File: config.mk
export PLATFORM = sky130hd
export DESIGN_NAME = result_readout_flat
export DESIGN_NICKNAME = d
export VERILOG_FILES = /design/src/rtl/result_readout_if.sv /design/src/rtl/result_readout.sv /design/src/flat_wrapper.sv
export SDC_FILE = /design/constraint.sdc
export NUM_CORES = 1
export LEC_CHECK = 0
export CAP_MARGIN = 20
export CORE_UTILIZATION = 60
export DETAILED_ROUTE_END_ITERATION = 10
export DONT_BUFFER_PORTS = 1
export PLACE_DENSITY = 0.76
export SETUP_SLACK_MARGIN = 0.5
export SLEW_MARGIN = 40
export SYNTH_ARGS = -nofsm -noshare
export SYNTH_HDL_FRONTEND = slang
export SYNTH_SLANG_ARGS = --single-unit
File: constraint.sdc
create_clock -name clk -period 1.66 [get_ports clk]
set_input_delay 0.166 -clock clk [delete_from_list [all_inputs] [get_ports clk]]
set_output_delay 0.166 -clock clk [all_outputs]
set_load 0.02 [all_outputs]
File: src/rtl/result_readout_if.sv
// Byte-stream link from the result reader to the HPS/UART bridge.
// A byte moves on a rising clk edge where tx_valid && tx_ready are both high;
// once tx_valid is raised it stays high and tx_data/tx_last stay fixed until that edge.
interface result_readout_if #(
  parameter int W = 8
);
  logic [W-1:0] tx_data;
  logic         tx_valid;
  logic         tx_ready;
  logic         tx_last;

  modport master (output tx_data, tx_valid, tx_last, input tx_ready);
  modport slave  (input tx_data, tx_valid, tx_last, output tx_ready);
endinterface

File: src/rtl/result_readout.sv
// Latches the winning core/key when the search finishes and streams a framed result:
// success = 'S', key[23:0] MSB first, 32 message bytes; fail = single 'F' byte.
module result_readout #(
  parameter int NUM_CORES          = 2,
  parameter int LOG_NUM_CORES      = 8,
  parameter int MESSAGE_LENGTH     = 32,
  parameter int MESSAGE_LOG_LENGTH = 5,
  parameter int RAM_WIDTH          = 8,
  parameter int KEY_WIDTH          = 24
) (
  input  logic                          clk,
  input  logic                          reset,
  input  logic                          finish,
  input  logic                          success,
  input  logic                          fail,
  input  logic [LOG_NUM_CORES-1:0]      core_sel,
  input  logic [KEY_WIDTH-1:0]          key_in,
  output logic [LOG_NUM_CORES-1:0]      rd_core,
  output logic [MESSAGE_LOG_LENGTH-1:0] a_addr,
  input  logic [RAM_WIDTH-1:0]          a_q,
  result_readout_if.master              tx,
  output logic                          busy,
  output logic                          done,
  output logic [2:0]                    o_dbg_state
);

  localparam int IDX_W = MESSAGE_LOG_LENGTH + 1;
  localparam logic [IDX_W-1:0] LAST_IDX = IDX_W'(MESSAGE_LENGTH - 1);

  typedef enum logic [2:0] {
    S_IDLE, S_HDR, S_KEY, S_FETCH, S_WAIT, S_MSG, S_DONE
  } state_t;

  state_t                   r_state, w_next;
  logic                     r_finish_q;
  logic [LOG_NUM_CORES-1:0] r_rd_core;
  logic [KEY_WIDTH-1:0]     r_key;
  logic                     r_kind_ok;
  logic [1:0]               r_kcnt;
  logic [IDX_W-1:0]         r_idx;
  logic [RAM_WIDTH-1:0]     r_byte;

  logic w_trigger, w_accept, w_core_ok, w_kind_ok, w_msg_last;

  assign w_trigger  = finish && !r_finish_q;
  assign w_accept   = tx.tx_valid && tx.tx_ready;
  assign w_core_ok  = core_sel < LOG_NUM_CORES'(NUM_CORES);
  assign w_msg_last = (r_idx == LAST_IDX);

  // success wins over a simultaneous fail; neither flag set also yields a fail frame
  always_comb begin
    casez ({success, fail})
      2'b1?:   w_kind_ok = w_core_ok;
      2'b01:   w_kind_ok = 1'b0;
      default: w_kind_ok = 1'b0;
    endcase
  end

  always_ff @(posedge clk) begin
    if (reset) begin
      r_state    <= S_IDLE;
      r_finish_q <= 1'b1;
      r_rd_core  <= '0;
      r_key      <= '0;
      r_kind_ok  <= 1'b0;
      r_kcnt     <= '0;
      r_idx      <= '0;
      r_byte     <= '0;
    end else begin
      r_state    <= w_next;
      r_finish_q <= finish;
      if (r_state == S_IDLE && w_trigger) begin
        r_rd_core <= core_sel;
        r_key     <= key_in;
        r_kind_ok <= w_kind_ok;
        r_kcnt    <= '0;
        r_idx     <= '0;
      end
      if (r_state == S_KEY && w_accept) r_kcnt <= r_kcnt + 2'd1;
      if (r_state == S_WAIT) r_byte <= a_q;
      // idx returns to 0 at frame end so the address port rests at 0 between frames
      if (r_state == S_MSG && w_accept) r_idx <= w_msg_last ? '0 : r_idx + IDX_W'(1);
    end
  end

  always_comb begin
    w_next      = r_state;
    tx.tx_valid = 1'b0;
    tx.tx_last  = 1'b0;
    tx.tx_data  = '0;
    done        = 1'b0;
    case (r_state)
      S_IDLE: if (w_trigger) w_next = S_HDR;
      S_HDR: begin
        tx.tx_valid = 1'b1;
        tx.tx_data  = r_kind_ok ? RAM_WIDTH'(8'h53) : RAM_WIDTH'(8'h46);
        tx.tx_last  = !r_kind_ok;
        if (w_accept) w_next = r_kind_ok ? S_KEY : S_DONE;
      end
      S_KEY: begin
        tx.tx_valid = 1'b1;
        case (r_kcnt)
          2'd0:    tx.tx_data = r_key[KEY_WIDTH-1 -: RAM_WIDTH];
          2'd1:    tx.tx_data = r_key[KEY_WIDTH-RAM_WIDTH-1 -: RAM_WIDTH];
          default: tx.tx_data = r_key[RAM_WIDTH-1:0];
        endcase
        if (w_accept && r_kcnt == 2'd2) w_next = S_FETCH;
      end
      S_FETCH: w_next = S_WAIT;
      S_WAIT:  w_next = S_MSG;
      S_MSG: begin
        tx.tx_valid = 1'b1;
        tx.tx_data  = r_byte;
        tx.tx_last  = w_msg_last;
        if (w_accept) w_next = w_msg_last ? S_DONE : S_FETCH;
      end
      S_DONE: begin
        done   = 1'b1;
        w_next = S_IDLE;
      end
      default: w_next = S_IDLE;
    endcase
  end

  assign busy        = (r_state != S_IDLE);
  assign rd_core     = r_rd_core;
  assign a_addr      = r_idx[MESSAGE_LOG_LENGTH-1:0];
  assign o_dbg_state = r_state;

endmodule

File: src/flat_wrapper.sv
// flat-port wrapper written by rule: the top's interface ports become plain ports
module result_readout_flat 
#(
  parameter int NUM_CORES          = 2,
  parameter int LOG_NUM_CORES      = 8,
  parameter int MESSAGE_LENGTH     = 32,
  parameter int MESSAGE_LOG_LENGTH = 5,
  parameter int RAM_WIDTH          = 8,
  parameter int KEY_WIDTH          = 24
)
  (clk, reset, finish, success, fail, core_sel, key_in, rd_core, a_addr, a_q, busy, done, o_dbg_state, tx_tx_data, tx_tx_valid, tx_tx_last, tx_tx_ready);
  result_readout_if #(.W(8)) tx_i ();
  input  logic clk;
  input  logic reset;
  input  logic finish;
  input  logic success;
  input  logic fail;
  input  logic [LOG_NUM_CORES-1:0] core_sel;
  input  logic [KEY_WIDTH-1:0] key_in;
  output logic [LOG_NUM_CORES-1:0] rd_core;
  output logic [MESSAGE_LOG_LENGTH-1:0] a_addr;
  input  logic [RAM_WIDTH-1:0] a_q;
  output logic busy;
  output logic done;
  output logic [2:0] o_dbg_state;
  output wire logic [$bits(tx_i.tx_data)-1:0] tx_tx_data;
  output wire logic [$bits(tx_i.tx_valid)-1:0] tx_tx_valid;
  output wire logic [$bits(tx_i.tx_last)-1:0] tx_tx_last;
  input wire logic [$bits(tx_i.tx_ready)-1:0] tx_tx_ready;
  assign tx_tx_data = tx_i.tx_data;
  assign tx_tx_valid = tx_i.tx_valid;
  assign tx_tx_last = tx_i.tx_last;
  assign tx_i.tx_ready = tx_tx_ready;
  result_readout #(.NUM_CORES(NUM_CORES), .LOG_NUM_CORES(LOG_NUM_CORES), .MESSAGE_LENGTH(MESSAGE_LENGTH), .MESSAGE_LOG_LENGTH(MESSAGE_LOG_LENGTH), .RAM_WIDTH(RAM_WIDTH), .KEY_WIDTH(KEY_WIDTH)) u_core (.clk(clk), .reset(reset), .finish(finish), .success(success), .fail(fail), .core_sel(core_sel), .key_in(key_in), .rd_core(rd_core), .a_addr(a_addr), .a_q(a_q), .tx(tx_i), .busy(busy), .done(done), .o_dbg_state(o_dbg_state));
endmodule
==> results of run 1 <==
-- stage by stage --
| step | area (µm²) | hold WS [ns] |
|---|---|---|
| CTS | 3810 | -0.101 |
| detailed placement | 2770 | 0.234 |
| global placement | 2770 | 0.232 |
| floorplan | 2860 | 0.273 |
-- cell families after synthesis --
kind of cell	count (synthesis)
DFF	53
adders and majority gates	4
AOI/OAI and AO/OA	125
and+or+nand+nor	80
muxes	8
buffers and inverters	40
-- what timing repair did --
| item | 4_1_cts |
|---|---|
| hold buffers | 1 |
| endpoints found under the hold margin | 49 |
| pin swaps | 79 |
| setup endpoints to repair | 63 |
| gates cloned | 8 |
| setup buffers | 23 |
| gates resized for setup | 143 |
==> results by group, run 1 <==
Run status
  • Status: aborted with a tool error
  • Last stage: global routing
  • First Error: [ERROR DPL-0038] Utilization greater than 100%, impossible to legalize

Floorplan
  • Chip height: 67.6 µm
  • Die Width: 67.6 µm
  • Standard-cell rows: 23
  • I/O Pins: 74
  • Starting Density: 0.637

Place
  • DP Worst Slack: 0.0735 ns
  • DPL Wire Length: 4010 µm
  • # placed instances: 336
  • GP Congestion: 0.788
  • Port buffer count: 0

Clock network
  • CTS Sinks: 53
  • # H-tree levels: 2
  • Root Driver: clkbuf_8
  • Max clock buf depth: 2
  • CTS buffer count: 5

Yosys
  • Xor and xnor fraction of the mapped netlist area: 0
  • Post-synth top cells: dfxtp_1 (53), a21oi_1 (50), nand3_1 (37), o21ai_0 (37), clkbuf_1 (20)
  • Simple-gate portion of the synthesized area: 0.179
  • Post-synth top area share: 0.411
  • Share of flip-flops with an asynchronous set or reset: 0
  • Most frequent cell after synthesis: dfxtp_1
  • Synth warnings: 0
  • Post-Synthesis Cells: 310
  • Cell Area, Synth: 0.00258 mm²
  • Biggest area consumer among synthesized cells: dfxtp_1
  • Syn nets: 360
  • Compound-Gate Fraction of Synth Area: 0.281
  • Largest family of logic cells by synthesized area: compound AO/OA/AOI/OAI gates
  • Synth Flop Type: dfxtp_1
  • Synth Area per Inst: 8.33 µm²
  • Mux share of post-synthesis cell area: 0.0310
  • Sequential cell area fraction in the yosys report: 0.411
  • Synth Area in Adders: 0.0194
  • Synth cell types: 44
  • Number of synthesized flops with an enable pin: 0
  • #FFs+latches synth: 53
  • Main area contributors after synthesis: dfxtp_1 (41%), a21oi_1 (9.7%), nand3_1 (7.2%)

Timing
  • WEP type: output port
  • GRT repair_timing worst endpoint: tx_tx_data[0]

GRT
  • Largest net degree at the start of global routing: 54
==> inputs of run 2 (changes only) <==
--- a/config.mk
+++ b/config.mk
@@ -6,11 +6,10 @@
 export NUM_CORES = 1
 export LEC_CHECK = 0
 export CAP_MARGIN = 20
-export CORE_UTILIZATION = 60
+export CORE_UTILIZATION = 40
 export DETAILED_ROUTE_END_ITERATION = 10
 export DONT_BUFFER_PORTS = 1
-export PLACE_DENSITY = 0.76
-export SETUP_SLACK_MARGIN = 0.5
+export PLACE_DENSITY_LB_ADDON = 0.15
 export SLEW_MARGIN = 40
 export SYNTH_ARGS = -nofsm -noshare
 export SYNTH_HDL_FRONTEND = slang
==> run 2 against run 1 <==
The flow now finishes, with violations (setup timing). Synthesized area is the same. Synthesized cell count did not move.
==> results by group, run 2 <==
Run status
  • Status: finished with violations (was aborted with a tool error)
  • Violated checks: setup timing

Detailed routing
  • # DRC: 0
  • DR vias: 2,356
  • DR iter-0 viols: 91
  • Routed WL: 6720 µm
  • Routed vias/inst: 5.66
  • DRT Pass-1 Iters: 4
  • WL per Instance: 16.2 µm
  • Antenna violation net count after detailed routing: 0

Place
  • Port buffer count: 0 (unchanged)
  • GP Congestion: 0.726 (was 0.788)
  • DPL Wire Length: 4300 µm (was 4010 µm)

Timing
  • Final period util: 1.09
  • Tightest Pin Transition: 0.472 ns
  • Max_slew headroom: 0.685
  • Worst Slack Setup Final: -0.145 ns
  • Final Hold Viols: 0
  • RSZ-0062 raised after global routing: true
  • Tmin final: 1.81 ns
  • Total Neg Setup Slack: -1.02 ns
  • Setup Skew: 0.00880 ns
  • Hold slack: 0.00438 ns
  • Setup violations, final: 8
  • FMAX: 554 MHz
  • Final Max Tran Viols: 0

Yosys
  • Synth Area per Inst: 8.33 µm² (unchanged)
  • Most frequent cell after synthesis: dfxtp_1 (unchanged)
  • Main area contributors after synthesis: dfxtp_1 (41%), a21oi_1 (9.7%), nand3_1 (7.2%) (unchanged)
  • Sequential cell area fraction in the yosys report: 0.411 (unchanged)
  • Synth warnings: 0 (unchanged)
  • Post-synth top cells: dfxtp_1 (53), a21oi_1 (50), nand3_1 (37), o21ai_0 (37), clkbuf_1 (20) (unchanged)
  • Number of synthesized flops with an enable pin: 0 (unchanged)
  • Synth cell types: 44 (unchanged)
  • Syn nets: 360 (unchanged)
  • Synth Flop Type: dfxtp_1 (unchanged)
  • Cell Area, Synth: 0.00258 mm² (unchanged)
  • Post-synth top area share: 0.411 (unchanged)
  • Share of flip-flops with an asynchronous set or reset: 0 (unchanged)
  • Biggest area consumer among synthesized cells: dfxtp_1 (unchanged)
  • #FFs+latches synth: 53 (unchanged)
  • Post-Synthesis Cells: 310 (unchanged)

Finish
  • Layout Area Growth over Synthesis: 26.2%
  • Commonest cells after routing, fill and taps aside: dfxtp_1 (48), a21oi_1 (43), nand3_1 (37), o21ai_0 (37)
  • Most flop-heavy register: u_core.r_key
  • ANT cells: 0
  • Max reg flops: 24
  • Final #Nets: 390
  • Most common cell after layout, fill and taps aside: dfxtp_1
  • Share of layout cells above drive strength 1: 0.205
  • Fillcell total: 576

Critical path
  • Crit path kind: reg -> out
  • Cell family with most CP delay: compound AO/OA/AOI/OAI gates
  • Path depth of the worst reg2reg path: 5
  • Slowest CP cell: dfxtp_4
  • WP data arrival: 1.64 ns
  • CP Buf/Inv Count: 3
  • CP peak stage delay: 0.39 ns
  • CP Launch Type: flip-flop
  • Worst flop-to-flop path startpoint: u_core.o_dbg_state[1]
  • Required time worst endpoint: 1.49 ns
  • CP Max Fanout: 8
  • Crit path cell chain: inv_4 -> ha_4 -> buf_6 -> a22o_1 -> a21oi_2 -> o22ai_1 -> buf_4
  • FF-to-FF End: u_core.r_key[3]
  • R2R setup slack: 0.21 ns
  • Critical Path Sink Type: output port

Worst hold path
  • Hold path depth: 2
  • Worst Hold Launch: reset
  • Hold Path Class: in -> reg
  • Hold Path Sink: u_core.o_dbg_state[2]

Clock network
  • Clock Latency Late Sink: 0.31 ns
  • # H-tree levels: 2 (unchanged)
  • CTS clk-pin slew, worst paths: 0.10 ns
  • Root Driver: clkbuf_8 (unchanged)
  • CTS tree: built
  • CTS Sinks: 53 (unchanged)
  • Max clock buf depth: 2 (unchanged)
  • CTS buffer count: 5 (unchanged)

GRT
  • Overflow after GRT: 0
  • First-pass GRT wire length: 10,800 µm
  • Vias in the first global route: 2,216
  • Total global-route track usage: 0.212
  • Initial antenna violation count: 0
  • Largest net degree at the start of global routing: 50

Power
  • Seq pwr share: 0.478
  • Int Pwr: 1.92 mW
  • Pwr/cell area: 883 mW/mm²
  • Switching Power: 0.960 mW
  • Net Sw Frac: 0.333
  • Overall Power: 2.88 mW
  • Leak pwr: 1.14 nW
  • Clk pwr share: 0.261
  • Max IR drop VDD: 0.500 mV
  • Gate power share: 0.261

Floorplan
  • Chip height: 82.4 µm (was 67.6 µm)
  • Core area: 0.00606 mm²
  • Die Width: 82.4 µm (was 67.6 µm)
  • Starting Density: 0.426 (was 0.637)
  • Full die area: 0.00678 mm²
  • I/O Pins: 74 (unchanged)
  • Standard-cell rows: 28 (was 23)

Run
  • Maxcap violations: 0
==> run 2: what timing repair did <==
action / in CTS / in global routing
hold buffers: 26 / 1
buffers inserted: 1 / 3
hold endpoints to repair: 49 / 1
pin swaps: 10 / 5
endpoints found under the setup margin: 9 / 10
gates resized for setup: 23 / 12
==> run 2: worst max path at each step <==
stage | startpoint | end | slack [ns] | depth (start not counted)
after global routing | u_core.r_kcnt[0] | tx_tx_data[0] | -0.21 | 7
final | u_core.r_kcnt[0] | tx_tx_data[1] | -0.15 | 7
after global placement | u_core.r_kcnt[0] | tx_tx_data[4] | 0.02 | 6
after detailed placement | u_core.r_kcnt[0] | tx_tx_data[4] | 0.02 | 6
after CTS | u_core.r_kcnt[1] | tx_tx_data[2] | -0.16 | 7
after floorplan | u_core.o_dbg_state[1] | tx_tx_data[0] | -0.11 | 4
==> run 2: power groups by stage <==
stage | sequential, mW | clock, mW | combinational, mW
6_report | 1.38 | 0.752 | 0.751
3_5_place_dp | 1.40 | 0 | 0.640
3_3_place_gp | 1.40 | 0 | 0.636
2_1_floorplan | 1.42 | 0 | 0.466
4_1_cts | 1.38 | 0.776 | 0.731
5_1_grt | 1.38 | 0.813 | 0.827
==> run 2: layout make-up <==
class / instances / area, µm² / area share
Inverter: 4 / 17.5 / 0.00537
Multi-Input combinational cell: 217 / 1430 / 0.437
Tap cell: 75 / 93.8 / 0.0288
Clock inverter: 3 / 21.3 / 0.00652
Timing Repair Buffer: 59 / 561 / 0.172
Sequential cell: 53 / 1070 / 0.329
Clock buffer: 5 / 68.8 / 0.0211
==> run 2: cell families (layout without fill, tap and decap cells) <==
family	Yosys count	count (layout)	synth area share
compound gates	125	125	0.281
fa+ha+maj	4	4	0.0194
buf+inv	40	71	0.0784
flops	53	53	0.411
mux	8	8	0.0310
simple gates	80	80	0.179
==> run 2: routing by layer <==
metal	part of all wire	vias up	global-route usage	wire length, µm
met1	0.50	1098	0.294	3340
li1	-	1195	-	-
met2	0.45	59	0.336	3010
met3	0.047	4	0.0429	313
met4	0.0082	0	0.0526	55
met5	0	-	0	0
==> run 2: per-stage QoR <==
step / instance area, µm² / setup WS [ns] / cells / util
floorplan: 2580 / -0.106 / 310 / -
global placement: 2730 / 0.0228 / 377 / 0.450
detailed placement: 2730 / 0.0202 / 377 / 0.450
CTS: 3170 / -0.162 / 412 / 0.524
global route: 3260 / -0.207 / 416 / 0.538
finish: 3260 / -0.145 / 416 / 0.538
(Power assumes the default switching activity.)
